## src/rtl/wb_rr_arbiter_4.sv

```systemverilog
// Four-master Wishbone round-robin arbiter with a single shared slave port.
// A stalled strobe held too long revokes the grant and parks the bus in DRAIN.
module wb_rr_arbiter_4 #(
    parameter int TIMEOUT = 1024
) (
    input  logic         clk,
    input  logic         rst,
    // master side
    input  logic [3:0]   i_m_we,
    input  logic [3:0]   i_m_stb,
    input  logic [3:0]   i_m_cyc,
    input  logic [15:0]  i_m_sel,
    input  logic [127:0] i_m_dat,
    input  logic [127:0] i_m_adr,
    output logic [31:0]  o_m_dat,
    output logic [3:0]   o_m_ack,
    output logic [3:0]   o_m_int,
    // slave side
    output logic         o_s_we,
    output logic         o_s_stb,
    output logic         o_s_cyc,
    output logic [3:0]   o_s_sel,
    output logic [31:0]  o_s_dat,
    output logic [31:0]  o_s_adr,
    input  logic [31:0]  i_s_dat,
    input  logic         i_s_ack,
    input  logic         i_s_int,
    // status
    output logic [3:0]   o_grant,
    output logic         o_timeout,
    output logic [1:0]   o_timeout_id
);

    localparam int CW = (TIMEOUT > 0) ? $clog2(TIMEOUT + 1) : 1;

    typedef enum logic [1:0] {
        IDLE    = 2'd0,
        GRANTED = 2'd1,
        DRAIN   = 2'd2
    } state_t;

    state_t        r_state, w_next_state;
    logic [1:0]    r_owner, w_next_owner;
    logic [1:0]    r_last_owner, w_next_last;
    logic [CW-1:0] r_cnt, w_next_cnt;
    logic          r_timeout, w_timeout_set;
    logic [1:0]    r_timeout_id;
    logic [1:0]    w_pick;
    logic          w_granted;
    logic          w_stall;

    assign w_granted = (r_state == GRANTED);
    assign w_stall   = w_granted & i_m_stb[r_owner] & ~i_s_ack;

    // Scan from farthest to nearest so the nearest requester after last_owner wins.
    always_comb begin
        w_pick = r_last_owner + 2'd1;
        for (int i = 4; i >= 1; i--) begin
            if (i_m_cyc[r_last_owner + 2'(i)]) begin
                w_pick = r_last_owner + 2'(i);
            end
        end
    end

    // NOTE: every combinational output gets a default first so no path infers a latch.
    always_comb begin
        w_next_state  = r_state;
        w_next_owner  = r_owner;
        w_next_last   = r_last_owner;
        w_next_cnt    = '0;
        w_timeout_set = 1'b0;
        case (r_state)
            IDLE: begin
                if (|i_m_cyc) begin
                    w_next_state = GRANTED;
                    w_next_owner = w_pick;
                end
            end
            GRANTED: begin
                if (!i_m_cyc[r_owner]) begin
                    w_next_state = IDLE;
                    w_next_last  = r_owner;
                end else if (TIMEOUT > 0 && w_stall && r_cnt == CW'(TIMEOUT - 1)) begin
                    w_next_state  = DRAIN;
                    w_timeout_set = 1'b1;
                end else if (w_stall) begin
                    w_next_cnt = r_cnt + CW'(1);
                end
            end
            DRAIN: begin
                if (!i_m_cyc[r_owner]) begin
                    w_next_state = IDLE;
                    w_next_last  = r_owner;
                end
            end
            default: w_next_state = IDLE;
        endcase
    end

    // NOTE: state registers use non-blocking assignments so every flop samples pre-edge values.
    always_ff @(posedge clk) begin
        if (rst) begin
            r_state      <= IDLE;
            r_owner      <= 2'd0;
            r_last_owner <= 2'd3;
            r_cnt        <= '0;
            r_timeout    <= 1'b0;
            r_timeout_id <= 2'd0;
        end else begin
            r_state      <= w_next_state;
            r_owner      <= w_next_owner;
            r_last_owner <= w_next_last;
            r_cnt        <= w_next_cnt;
            r_timeout    <= w_timeout_set;
            if (w_timeout_set) begin
                r_timeout_id <= r_owner;
            end
        end
    end

    // Slave port mirrors the owner only while GRANTED; DRAIN keeps the grant visible but silent.
    always_comb begin
        o_grant = 4'b0000;
        o_m_ack = 4'b0000;
        o_s_we  = 1'b0;
        o_s_stb = 1'b0;
        o_s_cyc = 1'b0;
        o_s_sel = 4'h0;
        o_s_dat = 32'h0;
        o_s_adr = 32'h0;
        if (r_state != IDLE) begin
            o_grant[r_owner] = 1'b1;
        end
        if (w_granted) begin
            o_s_we           = i_m_we[r_owner];
            o_s_stb          = i_m_stb[r_owner];
            o_s_cyc          = i_m_cyc[r_owner];
            o_s_sel          = i_m_sel[{r_owner, 2'b00} +: 4];
            o_s_dat          = i_m_dat[{r_owner, 5'b00000} +: 32];
            o_s_adr          = i_m_adr[{r_owner, 5'b00000} +: 32];
            o_m_ack[r_owner] = i_s_ack;
        end
    end

    assign o_m_dat      = i_s_dat;
    assign o_m_int      = {4{i_s_int}};
    assign o_timeout    = r_timeout;
    assign o_timeout_id = r_timeout_id;

endmodule
```

## config.mk

```make
export PLATFORM = sky130hd
export DESIGN_NAME = wb_rr_arbiter_4
export DESIGN_NICKNAME = d
export VERILOG_FILES = /design/src/rtl/wb_rr_arbiter_4.sv
export SDC_FILE = /design/constraint.sdc
export NUM_CORES = 1
export LEC_CHECK = 0
export ABC_CLOCK_PERIOD_IN_PS = 2250
export BUFFER_PORTS_ARGS = -buffer_cell sky130_fd_sc_hd__buf_2
export CORE_AREA = 2 2 171 173
export CTS_CLUSTER_DIAMETER = 150
export DETAILED_ROUTE_END_ITERATION = 12
export DIE_AREA = 0 0 173 175
export PLACE_DENSITY_LB_ADDON = 0.15
export SYNTH_ARGS = -nofsm -noshare
export SYNTH_HDL_FRONTEND = slang
export SYNTH_SLANG_ARGS = --single-unit
```

## constraint.sdc

```tcl
create_clock -name clk -period 2.25 [get_ports clk]
set_input_delay 0.225 -clock clk [delete_from_list [all_inputs] [get_ports clk]]
set_output_delay 0.225 -clock clk [all_outputs]
set_load 0.02 [all_outputs]
```

======== Yosys cells after proc, flatten, opt, wreduce, memory -nomap -nowiden ========
Index checks and enable logic that the tools add are counted.
storage, ports and cells
  bits in registers ....................... 20
  input port bits ......................... 320
  output and inout port bits .............. 118
operators by class
  add/sub/neg operators ................... 4
  order comparisons ....................... 6
  equal/unequal tests ..................... 6
  shift-type cells ........................ 3
  mux-type cells .......................... 36
  bitwise gates (word level) .............. 7
  reduce and logical (&&, ||, !) cells .... 10
operators with widths
  kind                                                         number
  variable part select 128 x 8 -> 32 bit                       2
  2-to-1 mux 32 bit                                            2
  2-to-1 mux 2 bit                                             8
  variable part select 16 x 5 -> 4 bit                         1
  less-than comparator 2 x 3 -> 1 bit (second input constant)  5
  binary-select mux 1 bit (select 2 bit)                       7
  2-to-1 mux 1 bit                                             14
  2-to-1 mux 4 bit                                             3
  adder 11 x 1 -> 11 bit (second input constant)               1
  equality test 11 x 10 -> 1 bit (second input constant)       1
  case mux 2 bit (3 select lines)                              1
  OR reduction 5 bit                                           1
  adder 2 bit (second input constant)                          2
  AND 4 bit                                                    1
  != test 2 bit (second input constant)                        2
  NOT 1 bit                                                    4
  AND reduction 2 bit                                          2
  OR reduction 4 bit                                           1
  != test 3 x 2 -> 1 bit (second input constant)               1
  AND reduction 3 bit                                          1
  adder 2 x 1 -> 2 bit (second input constant)                 1
  AND 1 bit                                                    2
  demux 1 bit (select 2 bit)                                   1
  equality test 2 x 1 -> 1 bit (second input constant)         1
  6 further kinds                                              7

======== Depth between registers and ports, before layout ========
Gate-level depths: netlist (run 1).
  depth in word-level cells ............... 8
  mapped depth ............................ 8
  depth with buffers taken out ............ 7

======== Least setup slack after synthesis (run 1) ========
No wires, ideal clock.
  path kind ............................... register to output
  start point ............................. register r_owner[0]
  end point ............................... output port o_grant[1]
  arrival time ............................ 1661 ps
  data required time ...................... 2025 ps
  slack ................................... 364 ps
  stages on the path, launching flop included .. 5
  path buffers ............................ 3
  cells stage by stage .................... dfxtp_1 -> buf_2 -> buf_2 -> clkbuf_1 -> nor3b_1
between the ends
  cells in the longest elaborated chain, start to end .. 5
ends and longest elaborated chain
  element                                                                                                    line  RTL
  from (decl)                                                                                                43    logic [1:0] r_owner, w_next_owner;
  from (signal assigned)                                                                                     111   r_owner <= w_next_owner;
  less-than comparator 2 x 3 -> 1 bit (not written as such) or >= comparator 2 x 1 -> 1 bit (tied branches)  132   o_grant[r_owner] = 1'b1;
  logical AND 1 bit (not written as such)                                                                    132
  2-to-1 mux 1 bit (not written as such)                                                                     132
  demux 1 bit (select 2 bit) *                                                                               132
  2-to-1 mux 4 bit *                                                                                         131   if (r_state != IDLE) begin
  to (decl)                                                                                                  29    output logic [3:0] o_grant,
Every way passes the cells marked *; elsewhere a longest branch is shown, timed or not.

======== Worst setup path after layout (run 1) ========
  start point ............................. register r_owner[0]
  end point ............................... output port o_s_adr[20]
between the ends
  cells in the longest elaborated chain, start to end .. 2
ends and longest elaborated chain
  element                                 line  RTL
  variable part select 128 x 8 -> 32 bit  140   o_s_adr = i_m_adr[{r_owner, 5'b00000} +: 32];
  2-to-1 mux 32 bit                       134   if (w_granted) begin
  to (decl)                               24    output logic [31:0] o_s_adr,
Every way passes these cells.

==> results of run 1 <==
==> state kept, by name, summed over array words and instances (netlist names) <==
name / cells
o_timeout: 1
o_timeout_id: 2
r_cnt: 11
r_last_owner: 2
r_owner: 2
r_state: 2
==> what timing repair did <==
item / in CTS / in global routing
endpoints found under the hold margin: 0 / 0
endpoints found under the setup margin: 0 / 1
resized for setup: 0 / 0
hold buffers: 0 / 0
==> synthesized netlist by cell type, drive strengths merged, types with 2 or more instances <==
cell,n
ha,4
clkbuf,16
nor3,4
a21oi,2
xor2,4
nand3b,2
and3,2
o22ai,3
and2,71
a211o,2
inv,10
xnor2,5
nor4,2
mux4,70
nand3,4
a211oi,4
o21ai,2
o31ai,2
nand2,6
buf,48
dfxtp,20
nor2,23
nor3b,3
mux2i,3
nor2b,2
==> metrics by stage <==
| stage | TNS, ns | worst slack, ns | cell area, um^2 | power (mW) |
|---|---|---|---|---|
| finish | 0 | 0.1031 | 5634 | 3.001 |
| global route | -0.003323 | -0.003323 | 5629 | 3.222 |
| CTS | 0 | 0.06931 | 5624 | 3.089 |
| detailed placement | 0 | 0.3443 | 5524 | 2.618 |
| global placement | 0 | 0.3483 | 5524 | 2.633 |
| floorplan | 0 | 0.3641 | 3451 | 1.869 |
==> critical path, stage by stage, from the launching register on <==
cell and delay (ns):
dfxtp_4 0.38, buf_12 0.22, buf_4 0.20, mux4_2 0.50, and2_1 0.18, buf_2 0.16
==> final cells by class <==
class	count	area [um^2]	area share (%)
Multi-Input combinational cell	232	2626	46.61
Timing Repair Buffer	382	1972	35.00
Tap cell	384	480.5	8.528
Sequential cell	20	407.9	7.240
Clock buffer	4	100.1	1.777
Inverter	10	37.54	0.6662
Antenna cell	4	10.01	0.1777
==> worst max-delay path by stage <==
stage,slack (ns),startpoint,endpoint,cells past startpoint
floorplan,0.36,r_owner[0],o_grant[1],4
global placement,0.35,r_owner[0],r_cnt[5],6
detailed placement,0.34,r_owner[0],r_cnt[9],6
CTS,0.07,r_owner[0],o_s_dat[9],4
global route,-0.003,r_owner[0],o_s_adr[9],5
finish,0.10,r_owner[0],o_s_adr[20],5
==> logic make-up after synthesis <==
family	count (synthesis)	share of synthesized area, %
xor gates and xnor gates	9	2.284
buffers and inverters	74	12.36
DFF	20	11.60
and+or+nand+nor	124	20.88
adders and majority gates	4	1.450
muxes	74	46.88
AOI/OAI and AO/OA	21	4.533
==> metal layers <==
layer  routed length (um)  GRT usage [%]  up-vias
li1                     -              -     1840
met1                 8094          15.37     1967
met2                 9435          20.08      197
met3                 1426          3.090       18
met4                  176          2.013        0
met5                    0              0        -
==> report_power, final <==
part	total, mW	leakage [nW]	internal, mW	switching [mW]
clock network	0.445	0.0493	0.308	0.137
registers	0.411	0.163	0.376	0.0354
logic	2.15	2.45	1.05	1.10
==> results.md, run 1 <==
- Die area: 30280 um^2
- Status: complete, no violations
- Avg Cell Area, Syn: 10.59 um^2
- Antenna violations before repair: 4
- Post-CTS Setup Inserts: 0
- Clock latency on the worst-skew pair: ~0.25 ns
- I/O pin count: around 440
- Commonest non-fill, non-tap cell in the layout: buf_2
- Fmax: between 0.4 and 0.5 GHz
- DRC viols: 0
- CTS sink cnt: 20
- Hold Fails Final Rpt: 0
- Asr flop ratio synth: 0%
- Min-delay src: rst
- Peak supply drop: between 0.2 and 0.25 mV
- Vias in the first global route: roughly 4.2k
- Total Routing Usage GR: a little under an eighth
- Die height: approximately 180 um
- Min-Delay Endpoint: o_timeout_id[0]
- Post-Route WL: 19130 um
- Die width: ~170 um
- CP endpoint kind: output port
- Final cell count without fillers: between 1k and 1.5k
- Crit path kind: flop to output port
- Slew HR: ~62%
- Pins Over Slew Limit: 0
- Final Hold Slack: 0.2855 ns
- Port bufs: ~370
- RSZ-0062 raised after global routing: yes
- Area of the mapped netlist: around 3500 um^2
- Pwr Density: ~530 nW/um^2
- Period minus WS final: about 2.1 ns
- Clock buffer depth: 2
- TritonCTS buffer count: 3
- Syn. warnings: 0
- Register area share after synthesis: between 10 and 15%
- GR Overflow Total: 0
- Root buffer cell: clkbuf_16
- Setup violations, final: 0
- Max-cap violations: 0
- Core ar.: approximately 28000 um^2
- Top post-synthesis cells by area: mux4_2, and2_1, dfxtp_1, buf_4, nor2_1
- Number of fill cells in the layout: between 3k and 4k
- R2R cell count: 6
- DRT iter0 DRCs: approximately 140
- Final Skew: 0.001586 ns
- Hold path cells: 2
- FF+latch count, synth: 20
- Pin count of the biggest net entering global routing: 43
- Number of library cell types mapped by synthesis: 43
- Final core utilization: 19.84%
- First-pass GRT wire length: ~27000 um
- FF-to-FF Start: r_owner[0]
- Cells after DPL: slightly above 1k
- Arr. time, crit path: about 1.9 ns
- Area leader, netlist: mux4_2
- Vias per Instance: about 3.9
- Worst-margin pin slew: about 0.56 ns
- Dpl hpwl: 16680 um
- Final nets: between 900 and 1k
- CTS tree: built
- Share of layout cells above drive strength 1: 71.60%
- Syn nets: 650
- CP max FO: 29
- Starting Density: about 12%
- Area fraction of the dominant cell type after synthesis: between 40 and 50%
- Most frequent cells in the layout: buf_2, and2_1, mux4_2
- Number of synthesized flops with an enable pin: 0
- LEAKAGE: 2.661 nW
- R2R Path End: r_state[0]
- Startpoint Class: flop
- RePlAce Congestion: 0.7804
- R2r setup slk: ~0.4 ns
- Crit share post-route: 95.42%
- Area delta synth->final: 63.27%
- Worst-path clk slew: about 0.060 ns
- Main synth FF type: dfxtp_1
- Gate Count Post-Synth: between 300 and 400
- Row count: 62
- WL/cell: approximately 18 um
- H-tree depth: 1
- Via count: slightly above 4k
- WP data required: between 2 and 2.5 ns
- Routed Antenna Nets: 0
- Hold crit path type: input pin to flop
- First-pass detailed-route iteration total: 4
(Power assumes the default switching activity.)
==> inputs of run 2 (changes only) <==
GPL_TIMING_DRIVEN = 0   (was unset)
==> run 2 against run 1 <==
Against the previous run: non-clock buffer count rose by 86; worst setup slack got worse by 0.0084 ns; via count up 8.3%; count of clock-buffer cells in the layout is the same; clock power down 8.3%; maximum frequency fell by 0.39%; flip-flop and latch count unchanged; critical path depth unchanged; sequential power decreased by 4.9%; cell area grew 9.3%; sequential share of layout area shrank 0.72 points; critical path type unchanged; critical endpoint is now o_s_adr[25]; largest cell class unchanged; largest power group unchanged.
==> results.md, run 2 (same netlist as run 1, synthesis figures left out) <==
- CTS tree: built
- I/O pin count: ~440
- Core ar.: approximately 28000 um^2
- Period minus WS final: around 2.2 ns
- Hold Fails Final Rpt: 0
- WP data required: ~2 ns
- GR Overflow Total: 0
- Status: complete, no violations
- Int Pwr: around 1.8 mW
- Clock latency on the worst-skew pair: ~0.25 ns
- Starting Density: ~12%
- Final Hold Slack: 0.3489 ns
- Most frequent cells in the layout: buf_2, and2_1, mux4_2
- Die width: approximately 170 um
- Antenna violations before repair: 7
- Post-Route WL: between 20000 and 25000 um
- H-tree depth: 1
- Vias per Instance: about 3.9
- Final nets: around 1.1k
- Routed Antenna Nets: 0
- Part of the power in the clock network: between 10% and 20%
- Switching pwr: 1.391 mW
- Commonest non-fill, non-tap cell in the layout: buf_2
- Dpl hpwl: 18720 um
- DRC viols: 0
- Switching fraction of total power: ~44%
- Max-cap violations: 0
- DRT iter0 DRCs: around 120
- Number of fill cells in the layout: approximately 3.3k
- LEAKAGE: roughly 3.0 nW
- Root buffer cell: clkbuf_16
- RePlAce Congestion: around 0.8
- Vias in the first global route: ~4.7k
- Arr. time, crit path: between 1.5 and 2 ns
- First-pass detailed-route iteration total: 4
- Largest Register: r_cnt
- Final setup TNS: 0 ns
- Via count: 4357
- DP Worst Slack: -0.3210 ns
- CTS sink cnt: 20
- Total Routing Usage GR: 13.27%
- Comb power frac: between 70 and 80%
- Final Skew: about 0.0023 ns
- Pin count of the biggest net entering global routing: 12
- Share of layout cells above drive strength 1: between 70% and 80%
- Peak supply drop: approximately 0.47 mV
- CP endpoint kind: output port
- Die height: between 150 and 200 um
- Sequential cell fraction of total power: between 10% and 20%
- Fmax: ~0.46 GHz
- Row count: 62
- Die area: ~30000 um^2
- CP max FO: 10
- Post-CTS Setup Inserts: 0
- TritonCTS buffer count: 3
- Clock buffer depth: 2
- Max FFs per register: 11
- Slew HR: 66.82%
- Pins Over Slew Limit: 0
- Final core utilization: between 20% and 30%
- Port bufs: roughly 400
- Crit share post-route: between 90% and 100%
- Worst-margin pin slew: slightly below 0.5 ns
- Hold crit path type: input pin to flop
- WL/cell: 18.91 um
- Crit path kind: flop to output port
- Pwr Density: 518.0 nW/um^2
- Startpoint Class: flop
- Worst-path clk slew: around 0.060 ns
- Setup violations, final: 0
- Final setup margin: between 0.09 and 0.1 ns
- First-pass GRT wire length: 30480 um
- Area delta synth->final: 78.46%
- RSZ-0062 raised after global routing: yes
-- run 2: area by class of cell --
type / count / area (um^2) / share of cell area, %
inverter: 10 / 37.54 / 0.6095
antenna: 5 / 12.51 / 0.2032
buffer: 64 / 491.7 / 7.985
timing repair buffer: 404 / 2022 / 32.83
multi-input combinational: 232 / 2624 / 42.60
sequential: 20 / 401.6 / 6.522
clock buffer: 4 / 88.84 / 1.443
tap: 384 / 480.5 / 7.802
-- run 2: routing by layer --
metal | vias up | GRT usage [%] | routed length (um) | part of all wire [%]
li1 | 2016 | - | - | -
met1 | 2107 | 17.37 | 8775 | 41
met2 | 212 | 22.62 | 10500 | 49
met5 | - | 0 | 31 | 0.15
met3 | 18 | 3.003 | 1670 | 7.9
met4 | 4 | 2.225 | 259 | 1.2
-- run 2: power by group through the flow --
stage	Sequential [mW]	Combinational [mW]	Clock, mW
2_1_floorplan	0.392	1.48	0
3_3_place_gp	0.398	2.37	0
3_5_place_dp	0.396	2.36	0
4_1_cts	0.392	2.44	0.420
5_1_grt	0.395	2.60	0.435
6_report	0.391	2.39	0.408
-- run 2: worst paths after layout --
kind / from / endpoint / slack [ns] / cells after the start
worst max-delay path: r_owner[0] / o_s_adr[25] / 0.09 / 5
worst min-delay path: rst / r_cnt[10] / 0.35 / 3
worst max register to register: r_cnt[0] / r_state[0] / 0.20 / 6
worst min register to register: r_cnt[10] / r_cnt[10] / 0.46 / 2
-- run 2: what timing repair did --
item / 4_1_cts / 5_1_grt
resized for setup: 35 / 9
hold buffers: 0 / 0
endpoints found under the setup margin: 78 / 9
-- run 2: through the flow --
step	std cells	area [um^2]	power, mW
global placement	1114	5953	2.771
global route	1123	6158	3.426
detailed placement	1114	5953	2.758
CTS	1118	6131	3.254
finish	1123	6158	3.190
floorplan	326	3451	1.869
-- run 2: critical path, stage by stage (launching register included) --
cell and delay (ns):
dfxtp_2 0.38, buf_12 0.18, buf_6 0.20, mux4_2 0.56, and2_1 0.18, buf_2 0.16
==> inputs of run 3 (changes only) <==
ABC_CLOCK_PERIOD_IN_PS = 2200   (was 2250)
CAP_MARGIN = 10   (was unset)
clock period = 2.2 ns   (was 2.25 ns; I/O delays follow)
==> run 3 against run 2 <==
Against the previous run: non-clock buffer count rose by 3; routed wire length rose by 0.59%; sequential share of layout area barely moved; count of clock-buffer cells in the layout did not move; worst hold slack got worse by 0.0051 ns; first-iteration DRC count rose by 28%; flip-flop and latch count did not move; highest routed layer unchanged; sequential power rose by 3%; cell area rose by 1.2%; worst setup slack improved by 0.00082 ns; register-to-register slack got worse by 0.06 ns.
==> results.md, run 3 (same netlist as run 1, synthesis figures left out) <==
- Status: complete, no violations
- DRC viols: 0
- Row count: just over 60
- Final Hold Slack: roughly 0.34 ns
- Slew HR: 66.42%
- Cell Area, Placed: 5953 um^2
- Design Power: roughly 3.3 mW
- Grt met1 use: between 15 and 20%
- Vias per Instance: roughly 3.9
- Critical Path Start: r_owner[0]
- Root buffer cell: clkbuf_16
- Dpl hpwl: around 19000 um
- Die width: around 170 um
- Total Routing Usage GR: approximately an eighth
- CTS Hold Bufs: 0
- Most Crowded Layer GR: met2
- Pwr Density: between 500 and 600 nW/um^2
- Setup violations, final: 0
- Commonest non-fill, non-tap cell in the layout: buf_2
- Final setup TNS: 0 ns
- DP Worst Slack: -0.3660 ns
- M2 GR Usage: a little under a quarter
- Post-Route WL: around 21000 um
- DRT iter0 DRCs: ~150
- Final setup margin: 0.09553 ns
- Clock latency on the worst-skew pair: roughly 0.25 ns
- Worst-margin pin slew: 0.4990 ns
- Final core utilization: ~22%
- Crit share post-route: roughly 96%
- Final nets: between 1k and 1.5k
- Peak supply drop: between 0.4 and 0.5 mV
- Startpoint Class: flop
- Final cell count without fillers: roughly 1.1k
- Die area: approximately 30000 um^2
- Hold Fails Final Rpt: 0
- Area delta synth->final: 80.53%
- FF-to-FF Start: r_cnt[0]
- First-pass detailed-route iteration total: 4
- First-pass GRT wire length: 30440 um
- I/O pin count: 438
- Share of layout cells above drive strength 1: between 70 and 80%
- Pin count of the biggest net entering global routing: 12
- WL/cell: ~19 um
- R2R Path End: r_state[0]
- Core ar.: 28390 um^2
- Final Skew: around 0.0017 ns
- TritonCTS buffer count: 3
- CTS tree: built
- Die height: between 150 and 200 um
- H-tree depth: 1
- R2r setup slk: between 0.1 and 0.15 ns
- CP max FO: 10
- GR Overflow Total: 0
- Max FFs per register: 11
- Via count: around 4.3k
- Largest Register: r_cnt
- CP endpoint kind: output port
- Routed Antenna Nets: 0
- Number of fill cells in the layout: between 3k and 4k
- Max-cap violations: 0
- GR Util met3: roughly 3%
- RePlAce Congestion: 0.8011
- Pins Over Slew Limit: 0
- RSZ-0062 raised after global routing: no
- Vias in the first global route: 4658
- Worst setup path endpoint: o_s_adr[3]
- Most frequent cells in the layout: buf_2, and2_1, mux4_2
- Fmax: approximately 0.48 GHz
- CTS sink cnt: 20
- Antenna violations before repair: 7
- Cells after DPL: 1114
- Port bufs: about 400
- Design area: between 6000 and 7000 um^2
- LEAKAGE: just over 3 nW
- Worst-path clk slew: about 0.060 ns
- Period minus WS final: between 2 and 2.5 ns
- Starting Density: between 10% and 20%
- Crit path kind: flop to output port
- WP data required: roughly 2.0 ns
- Clock buffer depth: 2
- R2R cell count: 6
- Hold crit path type: input pin to flop
- Arr. time, crit path: roughly 1.9 ns
-- run 3: per-layer routing --
| metal | routed length, um | part of all wire, % |
|---|---|---|
| met1 | 8941 | 42 |
| met2 | 10560 | 49 |
| met3 | 1572 | 7.4 |
| met4 | 259 | 1.2 |
| met5 | 31 | 0.15 |
-- run 3: layout make-up --
cell class,count,area (um^2),area share [%]
repair buffers,407,2062,33.10
plain buffers,64,520.5,8.355
inverters,10,37.54,0.6025
flip-flops and latches,20,404.1,6.487
multi-input cells,232,2624,42.12
clock buffers,4,88.84,1.426
diodes,5,12.51,0.2008
well taps,384,480.5,7.712
-- run 3: power breakdown --
part / leakage [nW] / total [mW] / switching [mW] / internal (mW)
registers: 0.163 / 0.404 / 0.0216 / 0.383
logic: 2.85 / 2.49 / 1.27 / 1.22
clock network: 0.0442 / 0.416 / 0.139 / 0.277
total: 3.06 / 3.31 / 1.43 / 1.88
-- run 3: repair_timing --
item / 4_1_cts / 5_1_grt
setup endpoints to repair: 79 / 42
gates cloned: 0 / 1
resized for setup: 39 / 14
buffers inserted: 0 / 2
-- run 3: worst min-delay path by stage --
| stage | start | to | slack (ns) | cells past startpoint |
|---|---|---|---|---|
| floorplan | r_cnt[0] | r_cnt[0] | 0.43 | 1 |
| global placement | r_cnt[0] | r_cnt[0] | 0.45 | 1 |
| detailed placement | r_cnt[0] | r_cnt[0] | 0.45 | 1 |
| CTS | rst | r_cnt[10] | 0.33 | 3 |
| global route | rst | r_cnt[10] | 0.39 | 3 |
| finish | rst | r_cnt[10] | 0.34 | 3 |
-- run 3: critical path, stage by stage (launching register included) --
cell	delay (ns)
dfxtp_4	0.39
clkbuf_16	0.17
buf_16	0.16
mux4_2	0.54
and2_1	0.19
buf_2	0.16
